==> src/rtl/seq_mult_pkg.sv <==
// Shared types for the sequential radix-2 Booth multiplier: FSM states,
// Booth recode operations and the recode decoder.
package seq_mult_pkg;

    typedef enum logic [1:0] {
        IDLE = 2'd0,
        CALC = 2'd1,
        DONE = 2'd2
    } mult_state_e;

    typedef enum logic [1:0] {
        BOOTH_NOP = 2'd0,
        BOOTH_ADD = 2'd1,
        BOOTH_SUB = 2'd2
    } booth_op_e;

    // Pair is {B_lsb, q(-1)}: 01 -> add A, 10 -> subtract A, else nothing.
    function automatic booth_op_e booth_decode(input logic [1:0] pair);
        booth_op_e op;
        case (pair)
            2'b01:   op = BOOTH_ADD;
            2'b10:   op = BOOTH_SUB;
            default: op = BOOTH_NOP;
        endcase
        return op;
    endfunction

endpackage

==> src/rtl/seq_booth_mult_booth_step.sv <==
// One radix-2 Booth iteration: conditional add/subtract of A into the
// accumulator, then arithmetic right shift of {acc, B, q(-1)}.
module booth_step
    import seq_mult_pkg::*;
#(
    parameter int WIDTH = 16
) (
    input  logic [WIDTH+1:0] i_acc,
    input  logic [WIDTH:0]   i_a,
    input  logic [WIDTH:0]   i_b,
    input  logic [1:0]       i_pair,
    output logic [WIDTH+1:0] o_acc,
    output logic [WIDTH:0]   o_b,
    output logic             o_q
);

    booth_op_e        w_op;
    logic [WIDTH+1:0] w_a_ext;
    logic [WIDTH+1:0] w_sum;

    assign w_op    = booth_decode(i_pair);
    assign w_a_ext = {i_a[WIDTH], i_a};

    always_comb begin
        w_sum = i_acc;
        case (w_op)
            BOOTH_ADD: w_sum = i_acc + w_a_ext;
            BOOTH_SUB: w_sum = i_acc - w_a_ext;
            default:   w_sum = i_acc;
        endcase
    end

    // The accumulator's lsb shifts into B; B's lsb becomes the new q(-1).
    assign o_acc = {w_sum[WIDTH+1], w_sum[WIDTH+1:1]};
    assign o_b   = {w_sum[0], i_b[WIDTH:1]};
    assign o_q   = i_b[0];

endmodule

==> src/rtl/seq_booth_mult.sv <==
// Sequential radix-2 Booth multiplier with signed/unsigned mode, valid/ready
// on both sides, synchronous flush and a busy flag. One multiply in flight.
module seq_booth_mult
    import seq_mult_pkg::*;
#(
    parameter int WIDTH = 16
) (
    input  logic               clk,
    input  logic               reset,
    input  logic               src_valid,
    output logic               src_ready,
    input  logic               mode_signed,
    input  logic [WIDTH-1:0]   multiplicand,
    input  logic [WIDTH-1:0]   multiplier,
    input  logic               flush,
    output logic               dst_valid,
    input  logic               dst_ready,
    output logic [2*WIDTH-1:0] product,
    output logic               busy,
    output mult_state_e        dbg_state
);

    localparam int CNT_W = $clog2(WIDTH + 2);

    mult_state_e        r_state;
    logic [CNT_W-1:0]   r_cnt;
    logic [WIDTH+1:0]   r_acc;
    logic [WIDTH:0]     r_a;
    logic [WIDTH:0]     r_b;
    logic               r_q;
    logic [2*WIDTH-1:0] r_product;
    logic               r_dst_valid;
    logic               r_busy;
    logic               r_src_ready;

    logic [WIDTH+1:0]   w_acc_n;
    logic [WIDTH:0]     w_b_n;
    logic               w_q_n;
    logic [2*WIDTH-1:0] w_prod_n;
    logic [WIDTH:0]     w_a_load;
    logic [WIDTH:0]     w_b_load;

    booth_step #(.WIDTH(WIDTH)) u_step (
        .i_acc  (r_acc),
        .i_a    (r_a),
        .i_b    (r_b),
        .i_pair ({r_b[0], r_q}),
        .o_acc  (w_acc_n),
        .o_b    (w_b_n),
        .o_q    (w_q_n)
    );

    // Low 2*WIDTH bits of {acc, B}: B supplies WIDTH+1 bits, acc the rest.
    assign w_prod_n = {w_acc_n[WIDTH-2:0], w_b_n};

    assign w_a_load = {mode_signed & multiplicand[WIDTH-1], multiplicand};
    assign w_b_load = {mode_signed & multiplier[WIDTH-1], multiplier};

    // Handshake: a transfer happens on any rising edge where valid and ready
    // are both high; src_ready is high only in IDLE, dst_valid only in DONE,
    // and product/dst_valid stay frozen until dst_ready completes the transfer.
    always_ff @(posedge clk or negedge reset) begin
        if (!reset) begin
            r_state     <= IDLE;
            r_cnt       <= '0;
            r_acc       <= '0;
            r_a         <= '0;
            r_b         <= '0;
            r_q         <= 1'b0;
            r_product   <= '0;
            r_dst_valid <= 1'b0;
            r_busy      <= 1'b0;
            r_src_ready <= 1'b1;
        end else if (flush) begin
            r_state     <= IDLE;
            r_cnt       <= '0;
            r_acc       <= '0;
            r_a         <= '0;
            r_b         <= '0;
            r_q         <= 1'b0;
            r_dst_valid <= 1'b0;
            r_busy      <= 1'b0;
            r_src_ready <= 1'b1;
        end else begin
            case (r_state)
                IDLE: begin
                    if (src_valid && r_src_ready) begin
                        r_a         <= w_a_load;
                        r_b         <= w_b_load;
                        r_acc       <= '0;
                        r_q         <= 1'b0;
                        r_cnt       <= '0;
                        r_state     <= CALC;
                        r_busy      <= 1'b1;
                        r_src_ready <= 1'b0;
                    end
                end
                CALC: begin
                    r_acc <= w_acc_n;
                    r_b   <= w_b_n;
                    r_q   <= w_q_n;
                    r_cnt <= r_cnt + CNT_W'(1);
                    // WIDTH+1 iterations: the last one runs with r_cnt == WIDTH.
                    if (r_cnt == CNT_W'(WIDTH)) begin
                        r_state     <= DONE;
                        r_dst_valid <= 1'b1;
                        r_product   <= w_prod_n;
                    end
                end
                DONE: begin
                    if (dst_ready) begin
                        r_state     <= IDLE;
                        r_dst_valid <= 1'b0;
                        r_busy      <= 1'b0;
                        r_src_ready <= 1'b1;
                        r_cnt       <= '0;
                        r_acc       <= '0;
                        r_a         <= '0;
                        r_b         <= '0;
                        r_q         <= 1'b0;
                    end
                end
                default: begin
                    r_state     <= IDLE;
                    r_dst_valid <= 1'b0;
                    r_busy      <= 1'b0;
                    r_src_ready <= 1'b1;
                end
            endcase
        end
    end

    assign src_ready = r_src_ready;
    assign dst_valid = r_dst_valid;
    assign product   = r_product;
    assign busy      = r_busy;
    assign dbg_state = r_state;

endmodule
==> config.mk <==
export PLATFORM = sky130hd
export DESIGN_NAME = seq_booth_mult
export DESIGN_NICKNAME = d
export VERILOG_FILES = /design/src/rtl/seq_mult_pkg.sv /design/src/rtl/seq_booth_mult_booth_step.sv /design/src/rtl/seq_booth_mult.sv
export SDC_FILE = /design/constraint.sdc
export NUM_CORES = 1
export LEC_CHECK = 0
export ABC_AREA = 0
export BUFFER_PORTS_ARGS = -buffer_cell sky130_fd_sc_hd__buf_4
export CORE_MARGIN = 5
export CORE_UTILIZATION = 40
export CTS_CLUSTER_DIAMETER = 150
export DETAILED_ROUTE_END_ITERATION = 12
export HOLD_SLACK_MARGIN = 0.03
export PLACE_DENSITY = 0.66
export SLEW_MARGIN = 20
export SYNTH_ARGS = -nofsm -noshare
export SYNTH_HDL_FRONTEND = slang
export SYNTH_HIERARCHICAL = 1
export SYNTH_SLANG_ARGS = --single-unit
==> constraint.sdc <==
create_clock -name clk -period 12.3 [get_ports clk]
set_clock_uncertainty 0.2 [all_clocks]
set_input_delay 1.23 -clock clk [delete_from_list [all_inputs] [get_ports clk]]
set_output_delay 1.23 -clock clk [all_outputs]
set_load 0.01 [all_outputs]
==> results by group, run 1 <==
Clock tree
  – Cts hold-fix bufs: 0
  – Worst-path clk slew: 0.07 ns
  – Clock latency on the worst-skew pair: 0.35 ns
  – CTS tree: done
  – CTS Buf Count: 9
  – Sink Count: 95
  – Number of setup buffers added after CTS: 0
  – CTS root buf: clkbuf_16
  – Clock Tree Buf Depth: 2
  – Post_cts resized: 0
  – H-tree Lvls: 3

Place
  – Buffers on Ports: 74
  – Routability cong.: 0.9167
  – DP Area: 6402 µm²
  – Post-DP HPWL: 9601 µm

Route
  – Final wirelength: 13,640 µm
  – Pre-Repair DR Iteration Count: 4
  – WL/cell: 16.94 µm
  – Via density per instance: 5.662
  – Via count: 4,558
  – DRC viols: 0
  – Post-DRT Antenna Nets: 0
  – DRT iter0 DRCs: 405

Synth
  – Post-synthesis sequential area ratio: 0.4043
  – Main flop type after synthesis: dfrtp_1
  – Synth Cell Area: 5883 µm²
  – Number of synthesis warnings: 6
  – Post-synth EDFFs: 0
  – Mapped Cells: 582
  – Mean post-synth cell area: 10.11 µm²
  – #FFs+latches synth: 95
  – Post-synth ARST share: 1.000
  – Cell variety after synth: 63
  – Syn Nets: 646

Global route
  – GRT Overall Usage: 0.1595
  – Initial antenna violation count: 0
  – Grt total ovfl: 0
  – First-pass GRT wire length: 23,200 µm
  – Largest net degree at the start of global routing: 71
  – Vias in the first global route: 4,503

Worst setup path
  – Reg-to-Reg End: r_acc[17]$_DFFE_PN0P_
  – R2R setup slack: 8.19 ns
  – Setup crit end kind: flop
  – CP required: 12.38 ns
  – R2R cell count: 15
  – CP Launch Type: flop
  – CP max FO: 6
  – CP arrival: 4.19 ns
  – Setup Crit Path Kind: flop to flop
  – Reg2reg start: r_a[0]$_DFFE_PN0P_

Power
  – Peak supply drop: 0.00009612 V
  – Clock Power Share: 0.243
  – Combinational share of power: 0.460
  – Sw frac: 0.3902
  – PwrDens: 194.2 nW/µm²
  – Internal power: 0.0007979 W
  – Leakage power: 3.184 nW
  – Total Power: 0.001308 W
  – Sequential share of power: 0.297
  – Switching power: 0.0005105 W

STA
  – Relative slew slack: 0.3989
  – Fmax achieved: 243.6 MHz
  – Setup-failing EPs final: 0
  – Slew at the pin closest to its max-slew limit: 0.9017 ns
  – Final Hold Fails: 0
  – Fin crit period: 4.105 ns
  – Post-Route Setup TNS: 0 ns
  – Period utilization: 0.3338
  – RSZ-0062 raised after global routing: false
  – Final Slew Violations: 0

Layout
  – Share of cells above drive strength 1: 0.2512
  – Ant diodes: 0
  – Final Instance Area: 6739 µm²
  – Post-layout util: 0.4654
  – Synthesis-to-layout area growth: 14.55%
  – Nets: 681

Floorplanning
  – Number of I/O pins: 75
  – Initial Util: 0.4063
  – Die width: 131.3 µm
  – Core box area: 14,480 µm²
  – Die height: 131.3 µm
  – Row count: 44
  – Die area: 17,230 µm²

Hold path
  – HP Start: product[29]$_DFFE_PN0P_
  – End of the worst hold path: product[29]$_DFFE_PN0P_
  – Hold crit path type: flop to flop
  – Hold Path Cell Cnt: 1

Outcome
  – Status: completed

Flow run
  – Max-cap viol count: 0
cell families (layout without fill, tap and decap cells):
group                    count (synthesis)  in the layout  share of synthesized area
AO/OA/AOI/OAI                          157            157                     0.1772
XOR/XNOR                                29             29                    0.04317
adder cells (fa/ha/maj)                 26             26                    0.05657
buffers and inverters                   71            110                    0.06337
flip-flops                              95             95                     0.4043
multiplexers                            53             53                     0.1074
AND/OR/NAND/NOR                        151            151                     0.1480
area by class of cell:
cell class                      count  area [µm²]
Clock buffer                        9       225.2
Clock inverter                      6       108.9
Fill cell                        1363        7740
Inverter                           15       56.30
Multi-Input combinational cell    416        3139
Sequential cell                    95        2379
Tap cell                          184       230.2
Timing Repair Buffer               80       600.6
registers in the layout, summed over array words and instances (netlist names), 2 cells and up:
name,flops
product,32
r_acc,18
r_a,17
r_b,17
r_cnt,5
dbg_state,2
worst max-delay path: stages, from the launching register on:
cell and delay [ns]:
dfrtp_1 0.41, inv_1 0.07, ha_1 0.16, nand2b_1 0.10, or4_2 0.65, nor3_1 0.20, nor2_1 0.07, xnor2_1 0.16
ha_1 0.36, a21o_1 0.20, a21o_1 0.18, a221o_1 0.35, or3_1 0.38, a21oi_2 0.16, xor2_1 0.22, a22o_1 0.18
layout by cell type (no fill, tap or decap), types with 18 or more instances in the layout:
master | Yosys | routed
dfrtp_1 | 94 | 94
buf_4 | 21 | 80
o31ai_1 | 18 | 18
nand2_1 | 26 | 26
nand3_1 | 22 | 22
ha_1 | 25 | 25
mux2_2 | 40 | 40
nand2b_1 | 24 | 24
nor2_1 | 21 | 20
a21oi_1 | 52 | 52
xnor2_1 | 19 | 19
a22o_1 | 20 | 20
o21ai_0 | 23 | 23
power by group through the flow:
stage	Combinational [W]	Sequential, W	Clock [W]
floorplan	0.000503	0.000381	0
global placement	0.000582	0.000391	0
detailed placement	0.000598	0.000394	0
CTS	0.000602	0.000388	0.000325
global route	0.000673	0.000394	0.000340
finish	0.000602	0.000389	0.000318
layer usage:
layer | vias to the layer above | part of all wire | track usage
met5 | - | 0 | 0
met4 | 0 | 0.013 | 0.04743
met3 | 18 | 0.050 | 0.03402
met2 | 116 | 0.47 | 0.2492
met1 | 2237 | 0.47 | 0.2236
li1 | 2187 | - | -
worst max-delay path by stage:
stage | from | to | slack [ns] | cells after the start
6_report | r_a[0]$_DFFE_PN0P_ | r_acc[17]$_DFFE_PN0P_ | 8.19 | 15
5_1_grt | r_a[0]$_DFFE_PN0P_ | r_acc[16]$_DFFE_PN0P_ | 7.97 | 15
4_1_cts | r_a[0]$_DFFE_PN0P_ | r_acc[17]$_DFFE_PN0P_ | 8.21 | 15
3_5_place_dp | r_a[5]$_DFFE_PN0P_ | r_acc[17]$_DFFE_PN0P_ | 8.24 | 13
3_3_place_gp | r_a[5]$_DFFE_PN0P_ | r_acc[16]$_DFFE_PN0P_ | 8.30 | 13
2_1_floorplan | r_a[5]$_DFFE_PN0P_ | r_acc[17]$_DFFE_PN0P_ | 8.33 | 14
Yosys cell counts (2+ instances only):
cell type | n | area [µm²]
dfrtp_1 | 94 | 2352
a21oi_1 | 52 | 260.3
mux2_2 | 40 | 450.4
nand2_1 | 26 | 97.59
ha_1 | 25 | 312.8
nand2b_1 | 24 | 150.1
clkbuf_1 | 23 | 86.33
o21ai_0 | 23 | 115.1
nand3_1 | 22 | 110.1
buf_4 | 21 | 157.7
nor2_1 | 21 | 78.83
a22o_1 | 20 | 175.2
xnor2_1 | 19 | 166.4
o31ai_1 | 18 | 135.1
nand4b_1 | 17 | 148.9
inv_1 | 15 | 56.30
mux2_4 | 10 | 150.1
nor3_1 | 10 | 50.05
xor2_1 | 10 | 87.58
a211oi_1 | 8 | 60.06
buf_2 | 7 | 35.03
a21o_1 | 5 | 37.54
nor2b_1 | 5 | 31.28
a221o_1 | 4 | 40.04
o21a_1 | 4 | 30.03
o21bai_1 | 4 | 30.03
or3_1 | 4 | 25.02
a31oi_1 | 3 | 18.77
buf_1 | 3 | 11.26
nor3b_1 | 3 | 22.52
a211o_1 | 2 | 17.52
and2_1 | 2 | 12.51
and3_1 | 2 | 12.51
mux2i_1 | 2 | 20.02
nand3b_1 | 2 | 15.01
o2111ai_1 | 2 | 17.52
o211ai_1 | 2 | 15.01
or4_1 | 2 | 15.01
or4_4 | 2 | 22.52
per-stage QoR:
step,cells,worst slack [ns],hold WS (ns)
finish,805,8.195,0.2910
global route,805,7.969,0.3152
CTS,805,8.215,0.2977
detailed placement,790,8.237,0.2825
global placement,790,8.305,0.2789
floorplan,582,8.328,0.2661
Note: power is estimated with default switching activity, not from simulation.
==> run 2: changes to the inputs <==
--- a/config.mk
+++ b/config.mk
@@ -12,7 +12,7 @@
 export CTS_CLUSTER_DIAMETER = 150
 export DETAILED_ROUTE_END_ITERATION = 12
 export HOLD_SLACK_MARGIN = 0.03
-export PLACE_DENSITY = 0.66
+export PLACE_DENSITY = 0.68
 export SLEW_MARGIN = 20
 export SYNTH_ARGS = -nofsm -noshare
 export SYNTH_HDL_FRONTEND = slang
==> constraint.sdc (replaced) <==
create_clock -name clk -period 3.3 [get_ports clk]
set_clock_uncertainty 0.2 [all_clocks]
set_input_delay 0.33 -clock clk [delete_from_list [all_inputs] [get_ports clk]]
set_output_delay 0.33 -clock clk [all_outputs]
set_load 0.01 [all_outputs]
==> run 2 against run 1 <==
The run now ends with setup timing left. Total power increased to 4.2 times the previous value. Cell count increased by 8.9%. Sequential cell count stayed put. Setup slack worse by 8.7 ns. Cell area increased by 10%.
==> results by group, run 2 (synthesis results as in run 1) <==
Outcome
  – Status: complete, but fails checks (was completed)
  – Failing checks: setup timing

STA
  – Fmax achieved: 264.1 MHz (was 243.6 MHz)
  – RSZ-0062 raised after global routing: true (was false)
  – Relative slew slack: 0.4042 (was 0.3989)
  – Final Slew Violations: 0 (unchanged)
  – Final Hold Fails: 0 (unchanged)
  – Fin crit period: 3.787 ns (was 4.105 ns)
  – Slew at the pin closest to its max-slew limit: 0.8936 ns (was 0.9017 ns)
  – Period utilization: 1.147 (was 0.3338)
  – Final worst setup slack: -0.4865 ns (was 8.195 ns)
  – Setup-failing EPs final: 14 (was 0)
  – Post-Route Setup TNS: -3.450 ns (was 0 ns)

Clock tree
  – Worst-path clk slew: 0.07 ns (about the same)
  – CTS tree: done (unchanged)
  – CTS root buf: clkbuf_16 (unchanged)
  – CTS Buf Count: 9 (unchanged)
  – Clock latency on the worst-skew pair: 0.35 ns (about the same)
  – Sink Count: 95 (unchanged)
  – Clock Tree Buf Depth: 2 (unchanged)
  – H-tree Lvls: 3 (unchanged)

Layout
  – Most frequent cells in the layout: 150 x buf_4, 94 x dfrtp_1, 43 x a21oi_1, 39 x mux2_2, 26 x nand2_1 (was 94 x dfrtp_1, 80 x buf_4, 52 x a21oi_1, 40 x mux2_2, 26 x nand2_1)
  – Share of cells above drive strength 1: 0.3752 (was 0.2512)
  – Synthesis-to-layout area growth: 26.41% (was 14.55%)
  – Ant diodes: 0 (unchanged)
  – Max reg flops: 32 (unchanged)
  – Nets: 753 (was 681)
  – Fill count: 1,280 (was 1,363)
  – Most common cell after layout, fill and taps aside: buf_4 (was dfrtp_1)

Hold path
  – Hold crit path type: input pin to flop (was flop to flop)

Flow run
  – Max-cap viol count: 0 (unchanged)

Floorplanning
  – Die area: 17,230 µm² (unchanged)
  – Core box area: 14,480 µm² (unchanged)
  – Die height: 131.3 µm (unchanged)
  – Row count: 44 (unchanged)
  – Number of I/O pins: 75 (unchanged)
  – Initial Util: 0.4063 (unchanged)
  – Die width: 131.3 µm (unchanged)

Worst setup path
  – Worst path max stage delay: 0.53 ns (was 0.65 ns)
  – Worst Path Buf+Inv: 0 (was 1)
  – R2R setup slack: -0.49 ns (was 8.19 ns)
  – Setup Crit Path Kind: flop to flop (unchanged)
  – CP Launch Type: flop (unchanged)
  – Setup crit end kind: flop (unchanged)
  – Slowest stage cell, crit path: or4_4 (was or4_2)
  – Delay-heaviest family, CP: simple AND/OR/NAND/NOR gates (unchanged)
  – CP max FO: 3 (was 6)
  – CP required: 3.34 ns (was 12.38 ns)
  – Worst-path cell chain: or3_4, or4_4, nor2_4, nor2_2, xnor2_1, ha_1, o211ai_1, a211oi_2, a221o_1, or3_1, a21oi_2, xor2_1, a22o_1 (was inv_1, ha_1, nand2b_1, or4_2, nor3_1, nor2_1, xnor2_1, ha_1, a21o_1, a21o_1, a221o_1, or3_1, a21oi_2, xor2_1, a22o_1)
  – CP arrival: 3.82 ns (was 4.19 ns)

Route
  – DRC viols: 0 (unchanged)
  – Final wirelength: 14,140 µm (was 13,640 µm)
  – Via density per instance: 5.489 (was 5.662)
  – Post-DRT Antenna Nets: 0 (unchanged)
  – DRT iter0 DRCs: 318 (was 405)
  – Via count: 4,814 (was 4,558)
  – WL/cell: 16.12 µm (was 16.94 µm)
  – Pre-Repair DR Iteration Count: 4 (unchanged)

Power
  – Peak supply drop: 0.0003433 V (was 0.00009612 V)
  – PwrDens: 744.2 nW/µm² (was 194.2 nW/µm²)
  – Total Power: 0.005534 W (was 0.001308 W)
  – Leakage power: 3.546 nW (was 3.184 nW)

Place
  – Post-DP HPWL: 10,230 µm (was 9601 µm)
  – Buffers on Ports: 74 (unchanged)
  – Routability cong.: 0.8691 (was 0.9167)
  – Pre-CTS setup slack: -0.4295 ns (was 8.237 ns)

Global route
  – Grt total ovfl: 0 (unchanged)
  – Vias in the first global route: 4,857 (was 4,503)
  – First-pass GRT wire length: 24,060 µm (was 23,200 µm)
  – Largest net degree at the start of global routing: 58 (was 71)
  – Initial antenna violation count: 0 (unchanged)
  – GRT Overall Usage: 0.1655 (was 0.1595)
run 2: changes by cell type in the layout (fill, tap and decap cells not counted), moves of 4 or more:
cell,change
buf_4,+70
nor2_1,-4
a21oi_2,+9
o21ai_0,-10
a21oi_1,-9
o21ai_1,+7
run 2: worst paths after layout:
check,from,end,cells after the start
min,multiplicand[14],r_a[14]$_DFFE_PN0P_,3
min reg2reg,product[29]$_DFFE_PN0P_,product[29]$_DFFE_PN0P_,1
max,r_a[2]$_DFFE_PN0P_,r_acc[16]$_DFFE_PN0P_,13
max reg2reg,r_a[2]$_DFFE_PN0P_,r_acc[16]$_DFFE_PN0P_,13
max in group asynchronous,reset,product[17]$_DFFE_PN0P_,3
min in group asynchronous,reset,product[20]$_DFFE_PN0P_,2
run 2: area by class of cell:
cell class              instances  area, µm²  area share
multi-input cells             416       3306      0.4445
flip-flops and latches         95       2379      0.3198
repair buffers                152       1147      0.1543
well taps                     184      230.2     0.03096
clock buffers                   9      225.2     0.03028
clock inverters                 6      93.84     0.01262
inverters                      15      56.30    0.007571
run 2: per-stage QoR:
| step | area (µm²) | utilization | hold WS, ns | cells |
|---|---|---|---|---|
| global placement | 6940 | 0.4793 | 0.2406 | 856 |
| finish | 7437 | 0.5137 | 0.06495 | 877 |
| global route | 7437 | 0.5137 | 0.06708 | 877 |
| floorplan | 5941 | - | -0.1656 | 582 |
| detailed placement | 6940 | 0.4793 | 0.2402 | 856 |
| CTS | 7388 | 0.5103 | 0.05169 | 879 |
run 2: tightest hold or removal path, stage by stage:
cell	delay (ns)
buf_4	0.11
nand4b_1	0.07
a21oi_1	0.06
run 2: where the power goes:
part | internal (W) | total, W | switching [W]
clock network | 0.000665 | 0.00113 | 0.000464
registers | 0.00131 | 0.00143 | 0.000126
logic | 0.00143 | 0.00297 | 0.00154
total | 0.00340 | 0.00553 | 0.00213
run 2: routing by layer:
metal / track usage / vias up / wire length (µm)
li1: - / 2335 / -
met3: 0.04052 / 24 / 630
met2: 0.2590 / 107 / 6639
met5: 0 / - / 0
met4: 0.05714 / 0 / 246
met1: 0.2249 / 2348 / 6620
run 2: timing repair:
item	4_1_cts	5_1_grt
setup buffers	7	2
endpoints found under the setup margin	18	22
pin swaps	12	18
gates cloned	0	0
hold endpoints to repair	54	0
resized for setup	20	18
hold buffers	1	0
==> run 3: changes to the inputs <==
--- a/config.mk
+++ b/config.mk
@@ -12,7 +12,7 @@
 export CTS_CLUSTER_DIAMETER = 150
 export DETAILED_ROUTE_END_ITERATION = 12
 export HOLD_SLACK_MARGIN = 0.03
-export PLACE_DENSITY = 0.68
+export PLACE_DENSITY = 0.66
 export SLEW_MARGIN = 20
 export SYNTH_ARGS = -nofsm -noshare
 export SYNTH_HDL_FRONTEND = slang
==> constraint.sdc (replaced) <==
create_clock -name clk -period 3.8 [get_ports clk]
set_clock_uncertainty 0.2 [all_clocks]
set_input_delay 0.38 -clock clk [delete_from_list [all_inputs] [get_ports clk]]
set_output_delay 0.38 -clock clk [all_outputs]
set_load 0.01 [all_outputs]
==> run 3 against run 2 <==
The flow now finishes without violations. Register-to-register slack improved by 0.52 ns. Clock power decreased by 20%. Cell count decreased by 5.2%. Largest cell class unchanged. Largest power group unchanged.
==> results by group, run 3 (synthesis results as in run 1) <==
STA
  – Fmax achieved: 265.7 MHz (was 264.1 MHz)
  – Setup-failing EPs final: 0 (was 14)
  – Final worst setup slack: 0.03621 ns (was -0.4865 ns)
  – Final Hold Fails: 0 (unchanged)
  – Slew at the pin closest to its max-slew limit: 0.8753 ns (was 0.8936 ns)
  – Final Slew Violations: 0 (unchanged)
  – Fin crit period: 3.764 ns (was 3.787 ns)
  – Period utilization: 0.9905 (was 1.147)
  – Relative slew slack: 0.4153 (was 0.4042)
  – RSZ-0062 raised after global routing: true (unchanged)

Route
  – Pre-Repair DR Iteration Count: 5 (was 4)
  – DRT iter0 DRCs: 340 (was 318)
  – Met3 WL: 580 µm (was 630 µm)
  – DRT met1 WL: 6632 µm (was 6620 µm)
  – DRC viols: 0 (unchanged)
  – Final wirelength: 13,740 µm (was 14,140 µm)
  – WL/cell: 16.53 µm (was 16.12 µm)
  – Via density per instance: 5.572 (was 5.489)
  – Metal2 WL: 6369 µm (was 6639 µm)
  – Via count: 4,630 (was 4,814)
  – Top Metal Used: met4 (unchanged)
  – Post-DRT Antenna Nets: 0 (unchanged)

Worst setup path
  – Reg2reg start: r_a[1]$_DFFE_PN0P_ (was r_a[2]$_DFFE_PN0P_)
  – Setup crit end kind: flop (unchanged)
  – Slowest stage cell, crit path: or4_4 (unchanged)
  – CP arrival: 3.80 ns (was 3.82 ns)
  – Worst path max stage delay: 0.49 ns (was 0.53 ns)
  – Crit. Startpoint: r_a[1]$_DFFE_PN0P_ (was r_a[2]$_DFFE_PN0P_)
  – Worst-path cell chain: or3_4, or4_4, nor2_2, nor2_1, xnor2_1, ha_2, o211ai_1, a211oi_2, a221o_1, or3_1, a21oi_2, xor2_1, a22o_1 (was or3_4, or4_4, nor2_4, nor2_2, xnor2_1, ha_1, o211ai_1, a211oi_2, a221o_1, or3_1, a21oi_2, xor2_1, a22o_1)
  – CP Launch Type: flop (unchanged)
  – Setup Crit Path Kind: flop to flop (unchanged)
  – R2R cell count: 13 (unchanged)
  – CP required: 3.84 ns (was 3.34 ns)
  – CP max FO: 4 (was 3)

Place
  – Buffers on Ports: 74 (unchanged)
  – Pre-CTS setup slack: 0.07470 ns (was -0.4295 ns)
  – Post-DP HPWL: 9800 µm (was 10,230 µm)
  – Routability cong.: 0.9775 (was 0.8691)

Layout
  – Area occupied by multi-input gates: 3214 µm² (was 3306 µm²)
  – Nets: 706 (was 753)
  – Fill count: 1,345 (was 1,280)
  – Max reg flops: 32 (unchanged)
  – Seq. cell area: 2379 µm² (unchanged)
  – Synthesis-to-layout area growth: 18.40% (was 26.41%)
  – Most common cell after layout, fill and taps aside: buf_4 (unchanged)
  – Ant diodes: 0 (unchanged)
  – Most frequent cells in the layout: 103 x buf_4, 94 x dfrtp_1, 49 x a21oi_1, 40 x mux2_2, 25 x nand2_1 (was 150 x buf_4, 94 x dfrtp_1, 43 x a21oi_1, 39 x mux2_2, 26 x nand2_1)
  – Share of cells above drive strength 1: 0.2983 (was 0.3752)

Clock tree
  – Sink Count: 95 (unchanged)
  – Clock latency on the worst-skew pair: 0.35 ns (about the same)
  – H-tree Lvls: 3 (unchanged)
  – Clock Tree Buf Depth: 2 (unchanged)
  – CTS Buf Count: 9 (unchanged)
  – CTS root buf: clkbuf_16 (unchanged)
  – CTS tree: done (unchanged)
  – Worst-path clk slew: 0.07 ns (about the same)

Floorplanning
  – Die width: 131.3 µm (unchanged)
  – Row count: 44 (unchanged)
  – Die height: 131.3 µm (unchanged)
  – Core box area: 14,480 µm² (unchanged)
  – Initial Util: 0.4063 (unchanged)
  – Number of I/O pins: 75 (unchanged)
  – Die area: 17,230 µm² (unchanged)

Global route
  – Initial antenna violation count: 0 (unchanged)
  – Largest net degree at the start of global routing: 43 (was 58)
  – GRT Overall Usage: 0.1556 (was 0.1655)
  – Vias in the first global route: 4,624 (was 4,857)
  – Grt total ovfl: 0 (unchanged)
  – First-pass GRT wire length: 22,790 µm (was 24,060 µm)

Power
  – Peak supply drop: 0.0002783 V (was 0.0003433 V)
  – Total Power: 0.004337 W (was 0.005534 W)
  – Leakage power: 3.285 nW (was 3.546 nW)
  – PwrDens: 622.6 nW/µm² (was 744.2 nW/µm²)

Outcome
  – Status: completed (was complete, but fails checks)

Hold path
  – HP Start: multiplicand[14] (unchanged)
  – Hold crit path type: input pin to flop (unchanged)
  – Hold Path Cell Cnt: 3 (unchanged)

Flow run
  – Max-cap viol count: 0 (unchanged)
==> run 3: metrics by stage <==
stage / instance area (µm²) / util / hold WS (ns) / std cells / setup TNS, ns
after floorplan: 5911 / - / -0.1156 / 582 / 0
after global placement: 6578 / 0.4543 / 0.1228 / 811 / 0
after detailed placement: 6578 / 0.4543 / 0.1280 / 811 / 0
after CTS: 6879 / 0.4751 / 0.1109 / 828 / 0
after global routing: 6965 / 0.4811 / 0.1205 / 831 / -0.6131
final: 6965 / 0.4811 / 0.1194 / 831 / 0
==> run 3: worst max-delay path, delay by kind of cell, from the launching register on <==
| kind | cells | cell delay [ns] |
|---|---|---|
| and+or+nand+nor | 5 | 1.35 |
| xor gates and xnor gates | 2 | 0.24 |
| adders and majority gates | 1 | 0.32 |
| DFF | 1 | 0.40 |
| AOI/OAI and AO/OA | 5 | 1.14 |
==> run 3: metal layers <==
| metal | up-vias | GRT usage |
|---|---|---|
| li1 | 2231 | - |
| met3 | 9 | 0.03402 |
| met5 | - | 0 |
| met1 | 2287 | 0.2142 |
| met4 | 0 | 0.05257 |
| met2 | 103 | 0.2438 |
==> run 3: power breakdown <==
part	leakage, nW	internal [W]	switching [W]	total (W)
Sequential	1.30	0.00114	0.000118	0.00125
Combinational	1.85	0.000953	0.00123	0.00218
Clock	0.136	0.000511	0.000390	0.000900
Total	3.29	0.00260	0.00174	0.00434
==> run 3: what timing repair did <==
action | 4_1_cts | 5_1_grt
buffers inserted | 0 | 3
hold buffers | 1 | 0
setup endpoints to repair | 0 | 9
endpoints found under the hold margin | 27 | 0
resized for setup | 0 | 16
==> run 3: layout make-up <==
type | count | share of cell area
repair buffers | 105 | 0.1141
clock inverters | 5 | 0.008443
well taps | 184 | 0.03305
inverters | 15 | 0.008083
multi-input cells | 416 | 0.4615
flip-flops and latches | 95 | 0.3415
clock buffers | 11 | 0.03341
==> run 3: worst paths after layout <==
kind / endpoint / slack (ns)
setup / recovery: r_acc[17]$_DFFE_PN0P_ / 0.04
hold / removal: r_a[14]$_DFFE_PN0P_ / 0.12
setup reg to reg: r_acc[17]$_DFFE_PN0P_ / 0.04
hold reg to reg: product[29]$_DFFE_PN0P_ / 0.29
max in group asynchronous: src_ready$_DFFE_PN1P_ / 2.22
min in group asynchronous: product[18]$_DFFE_PN0P_ / 0.30
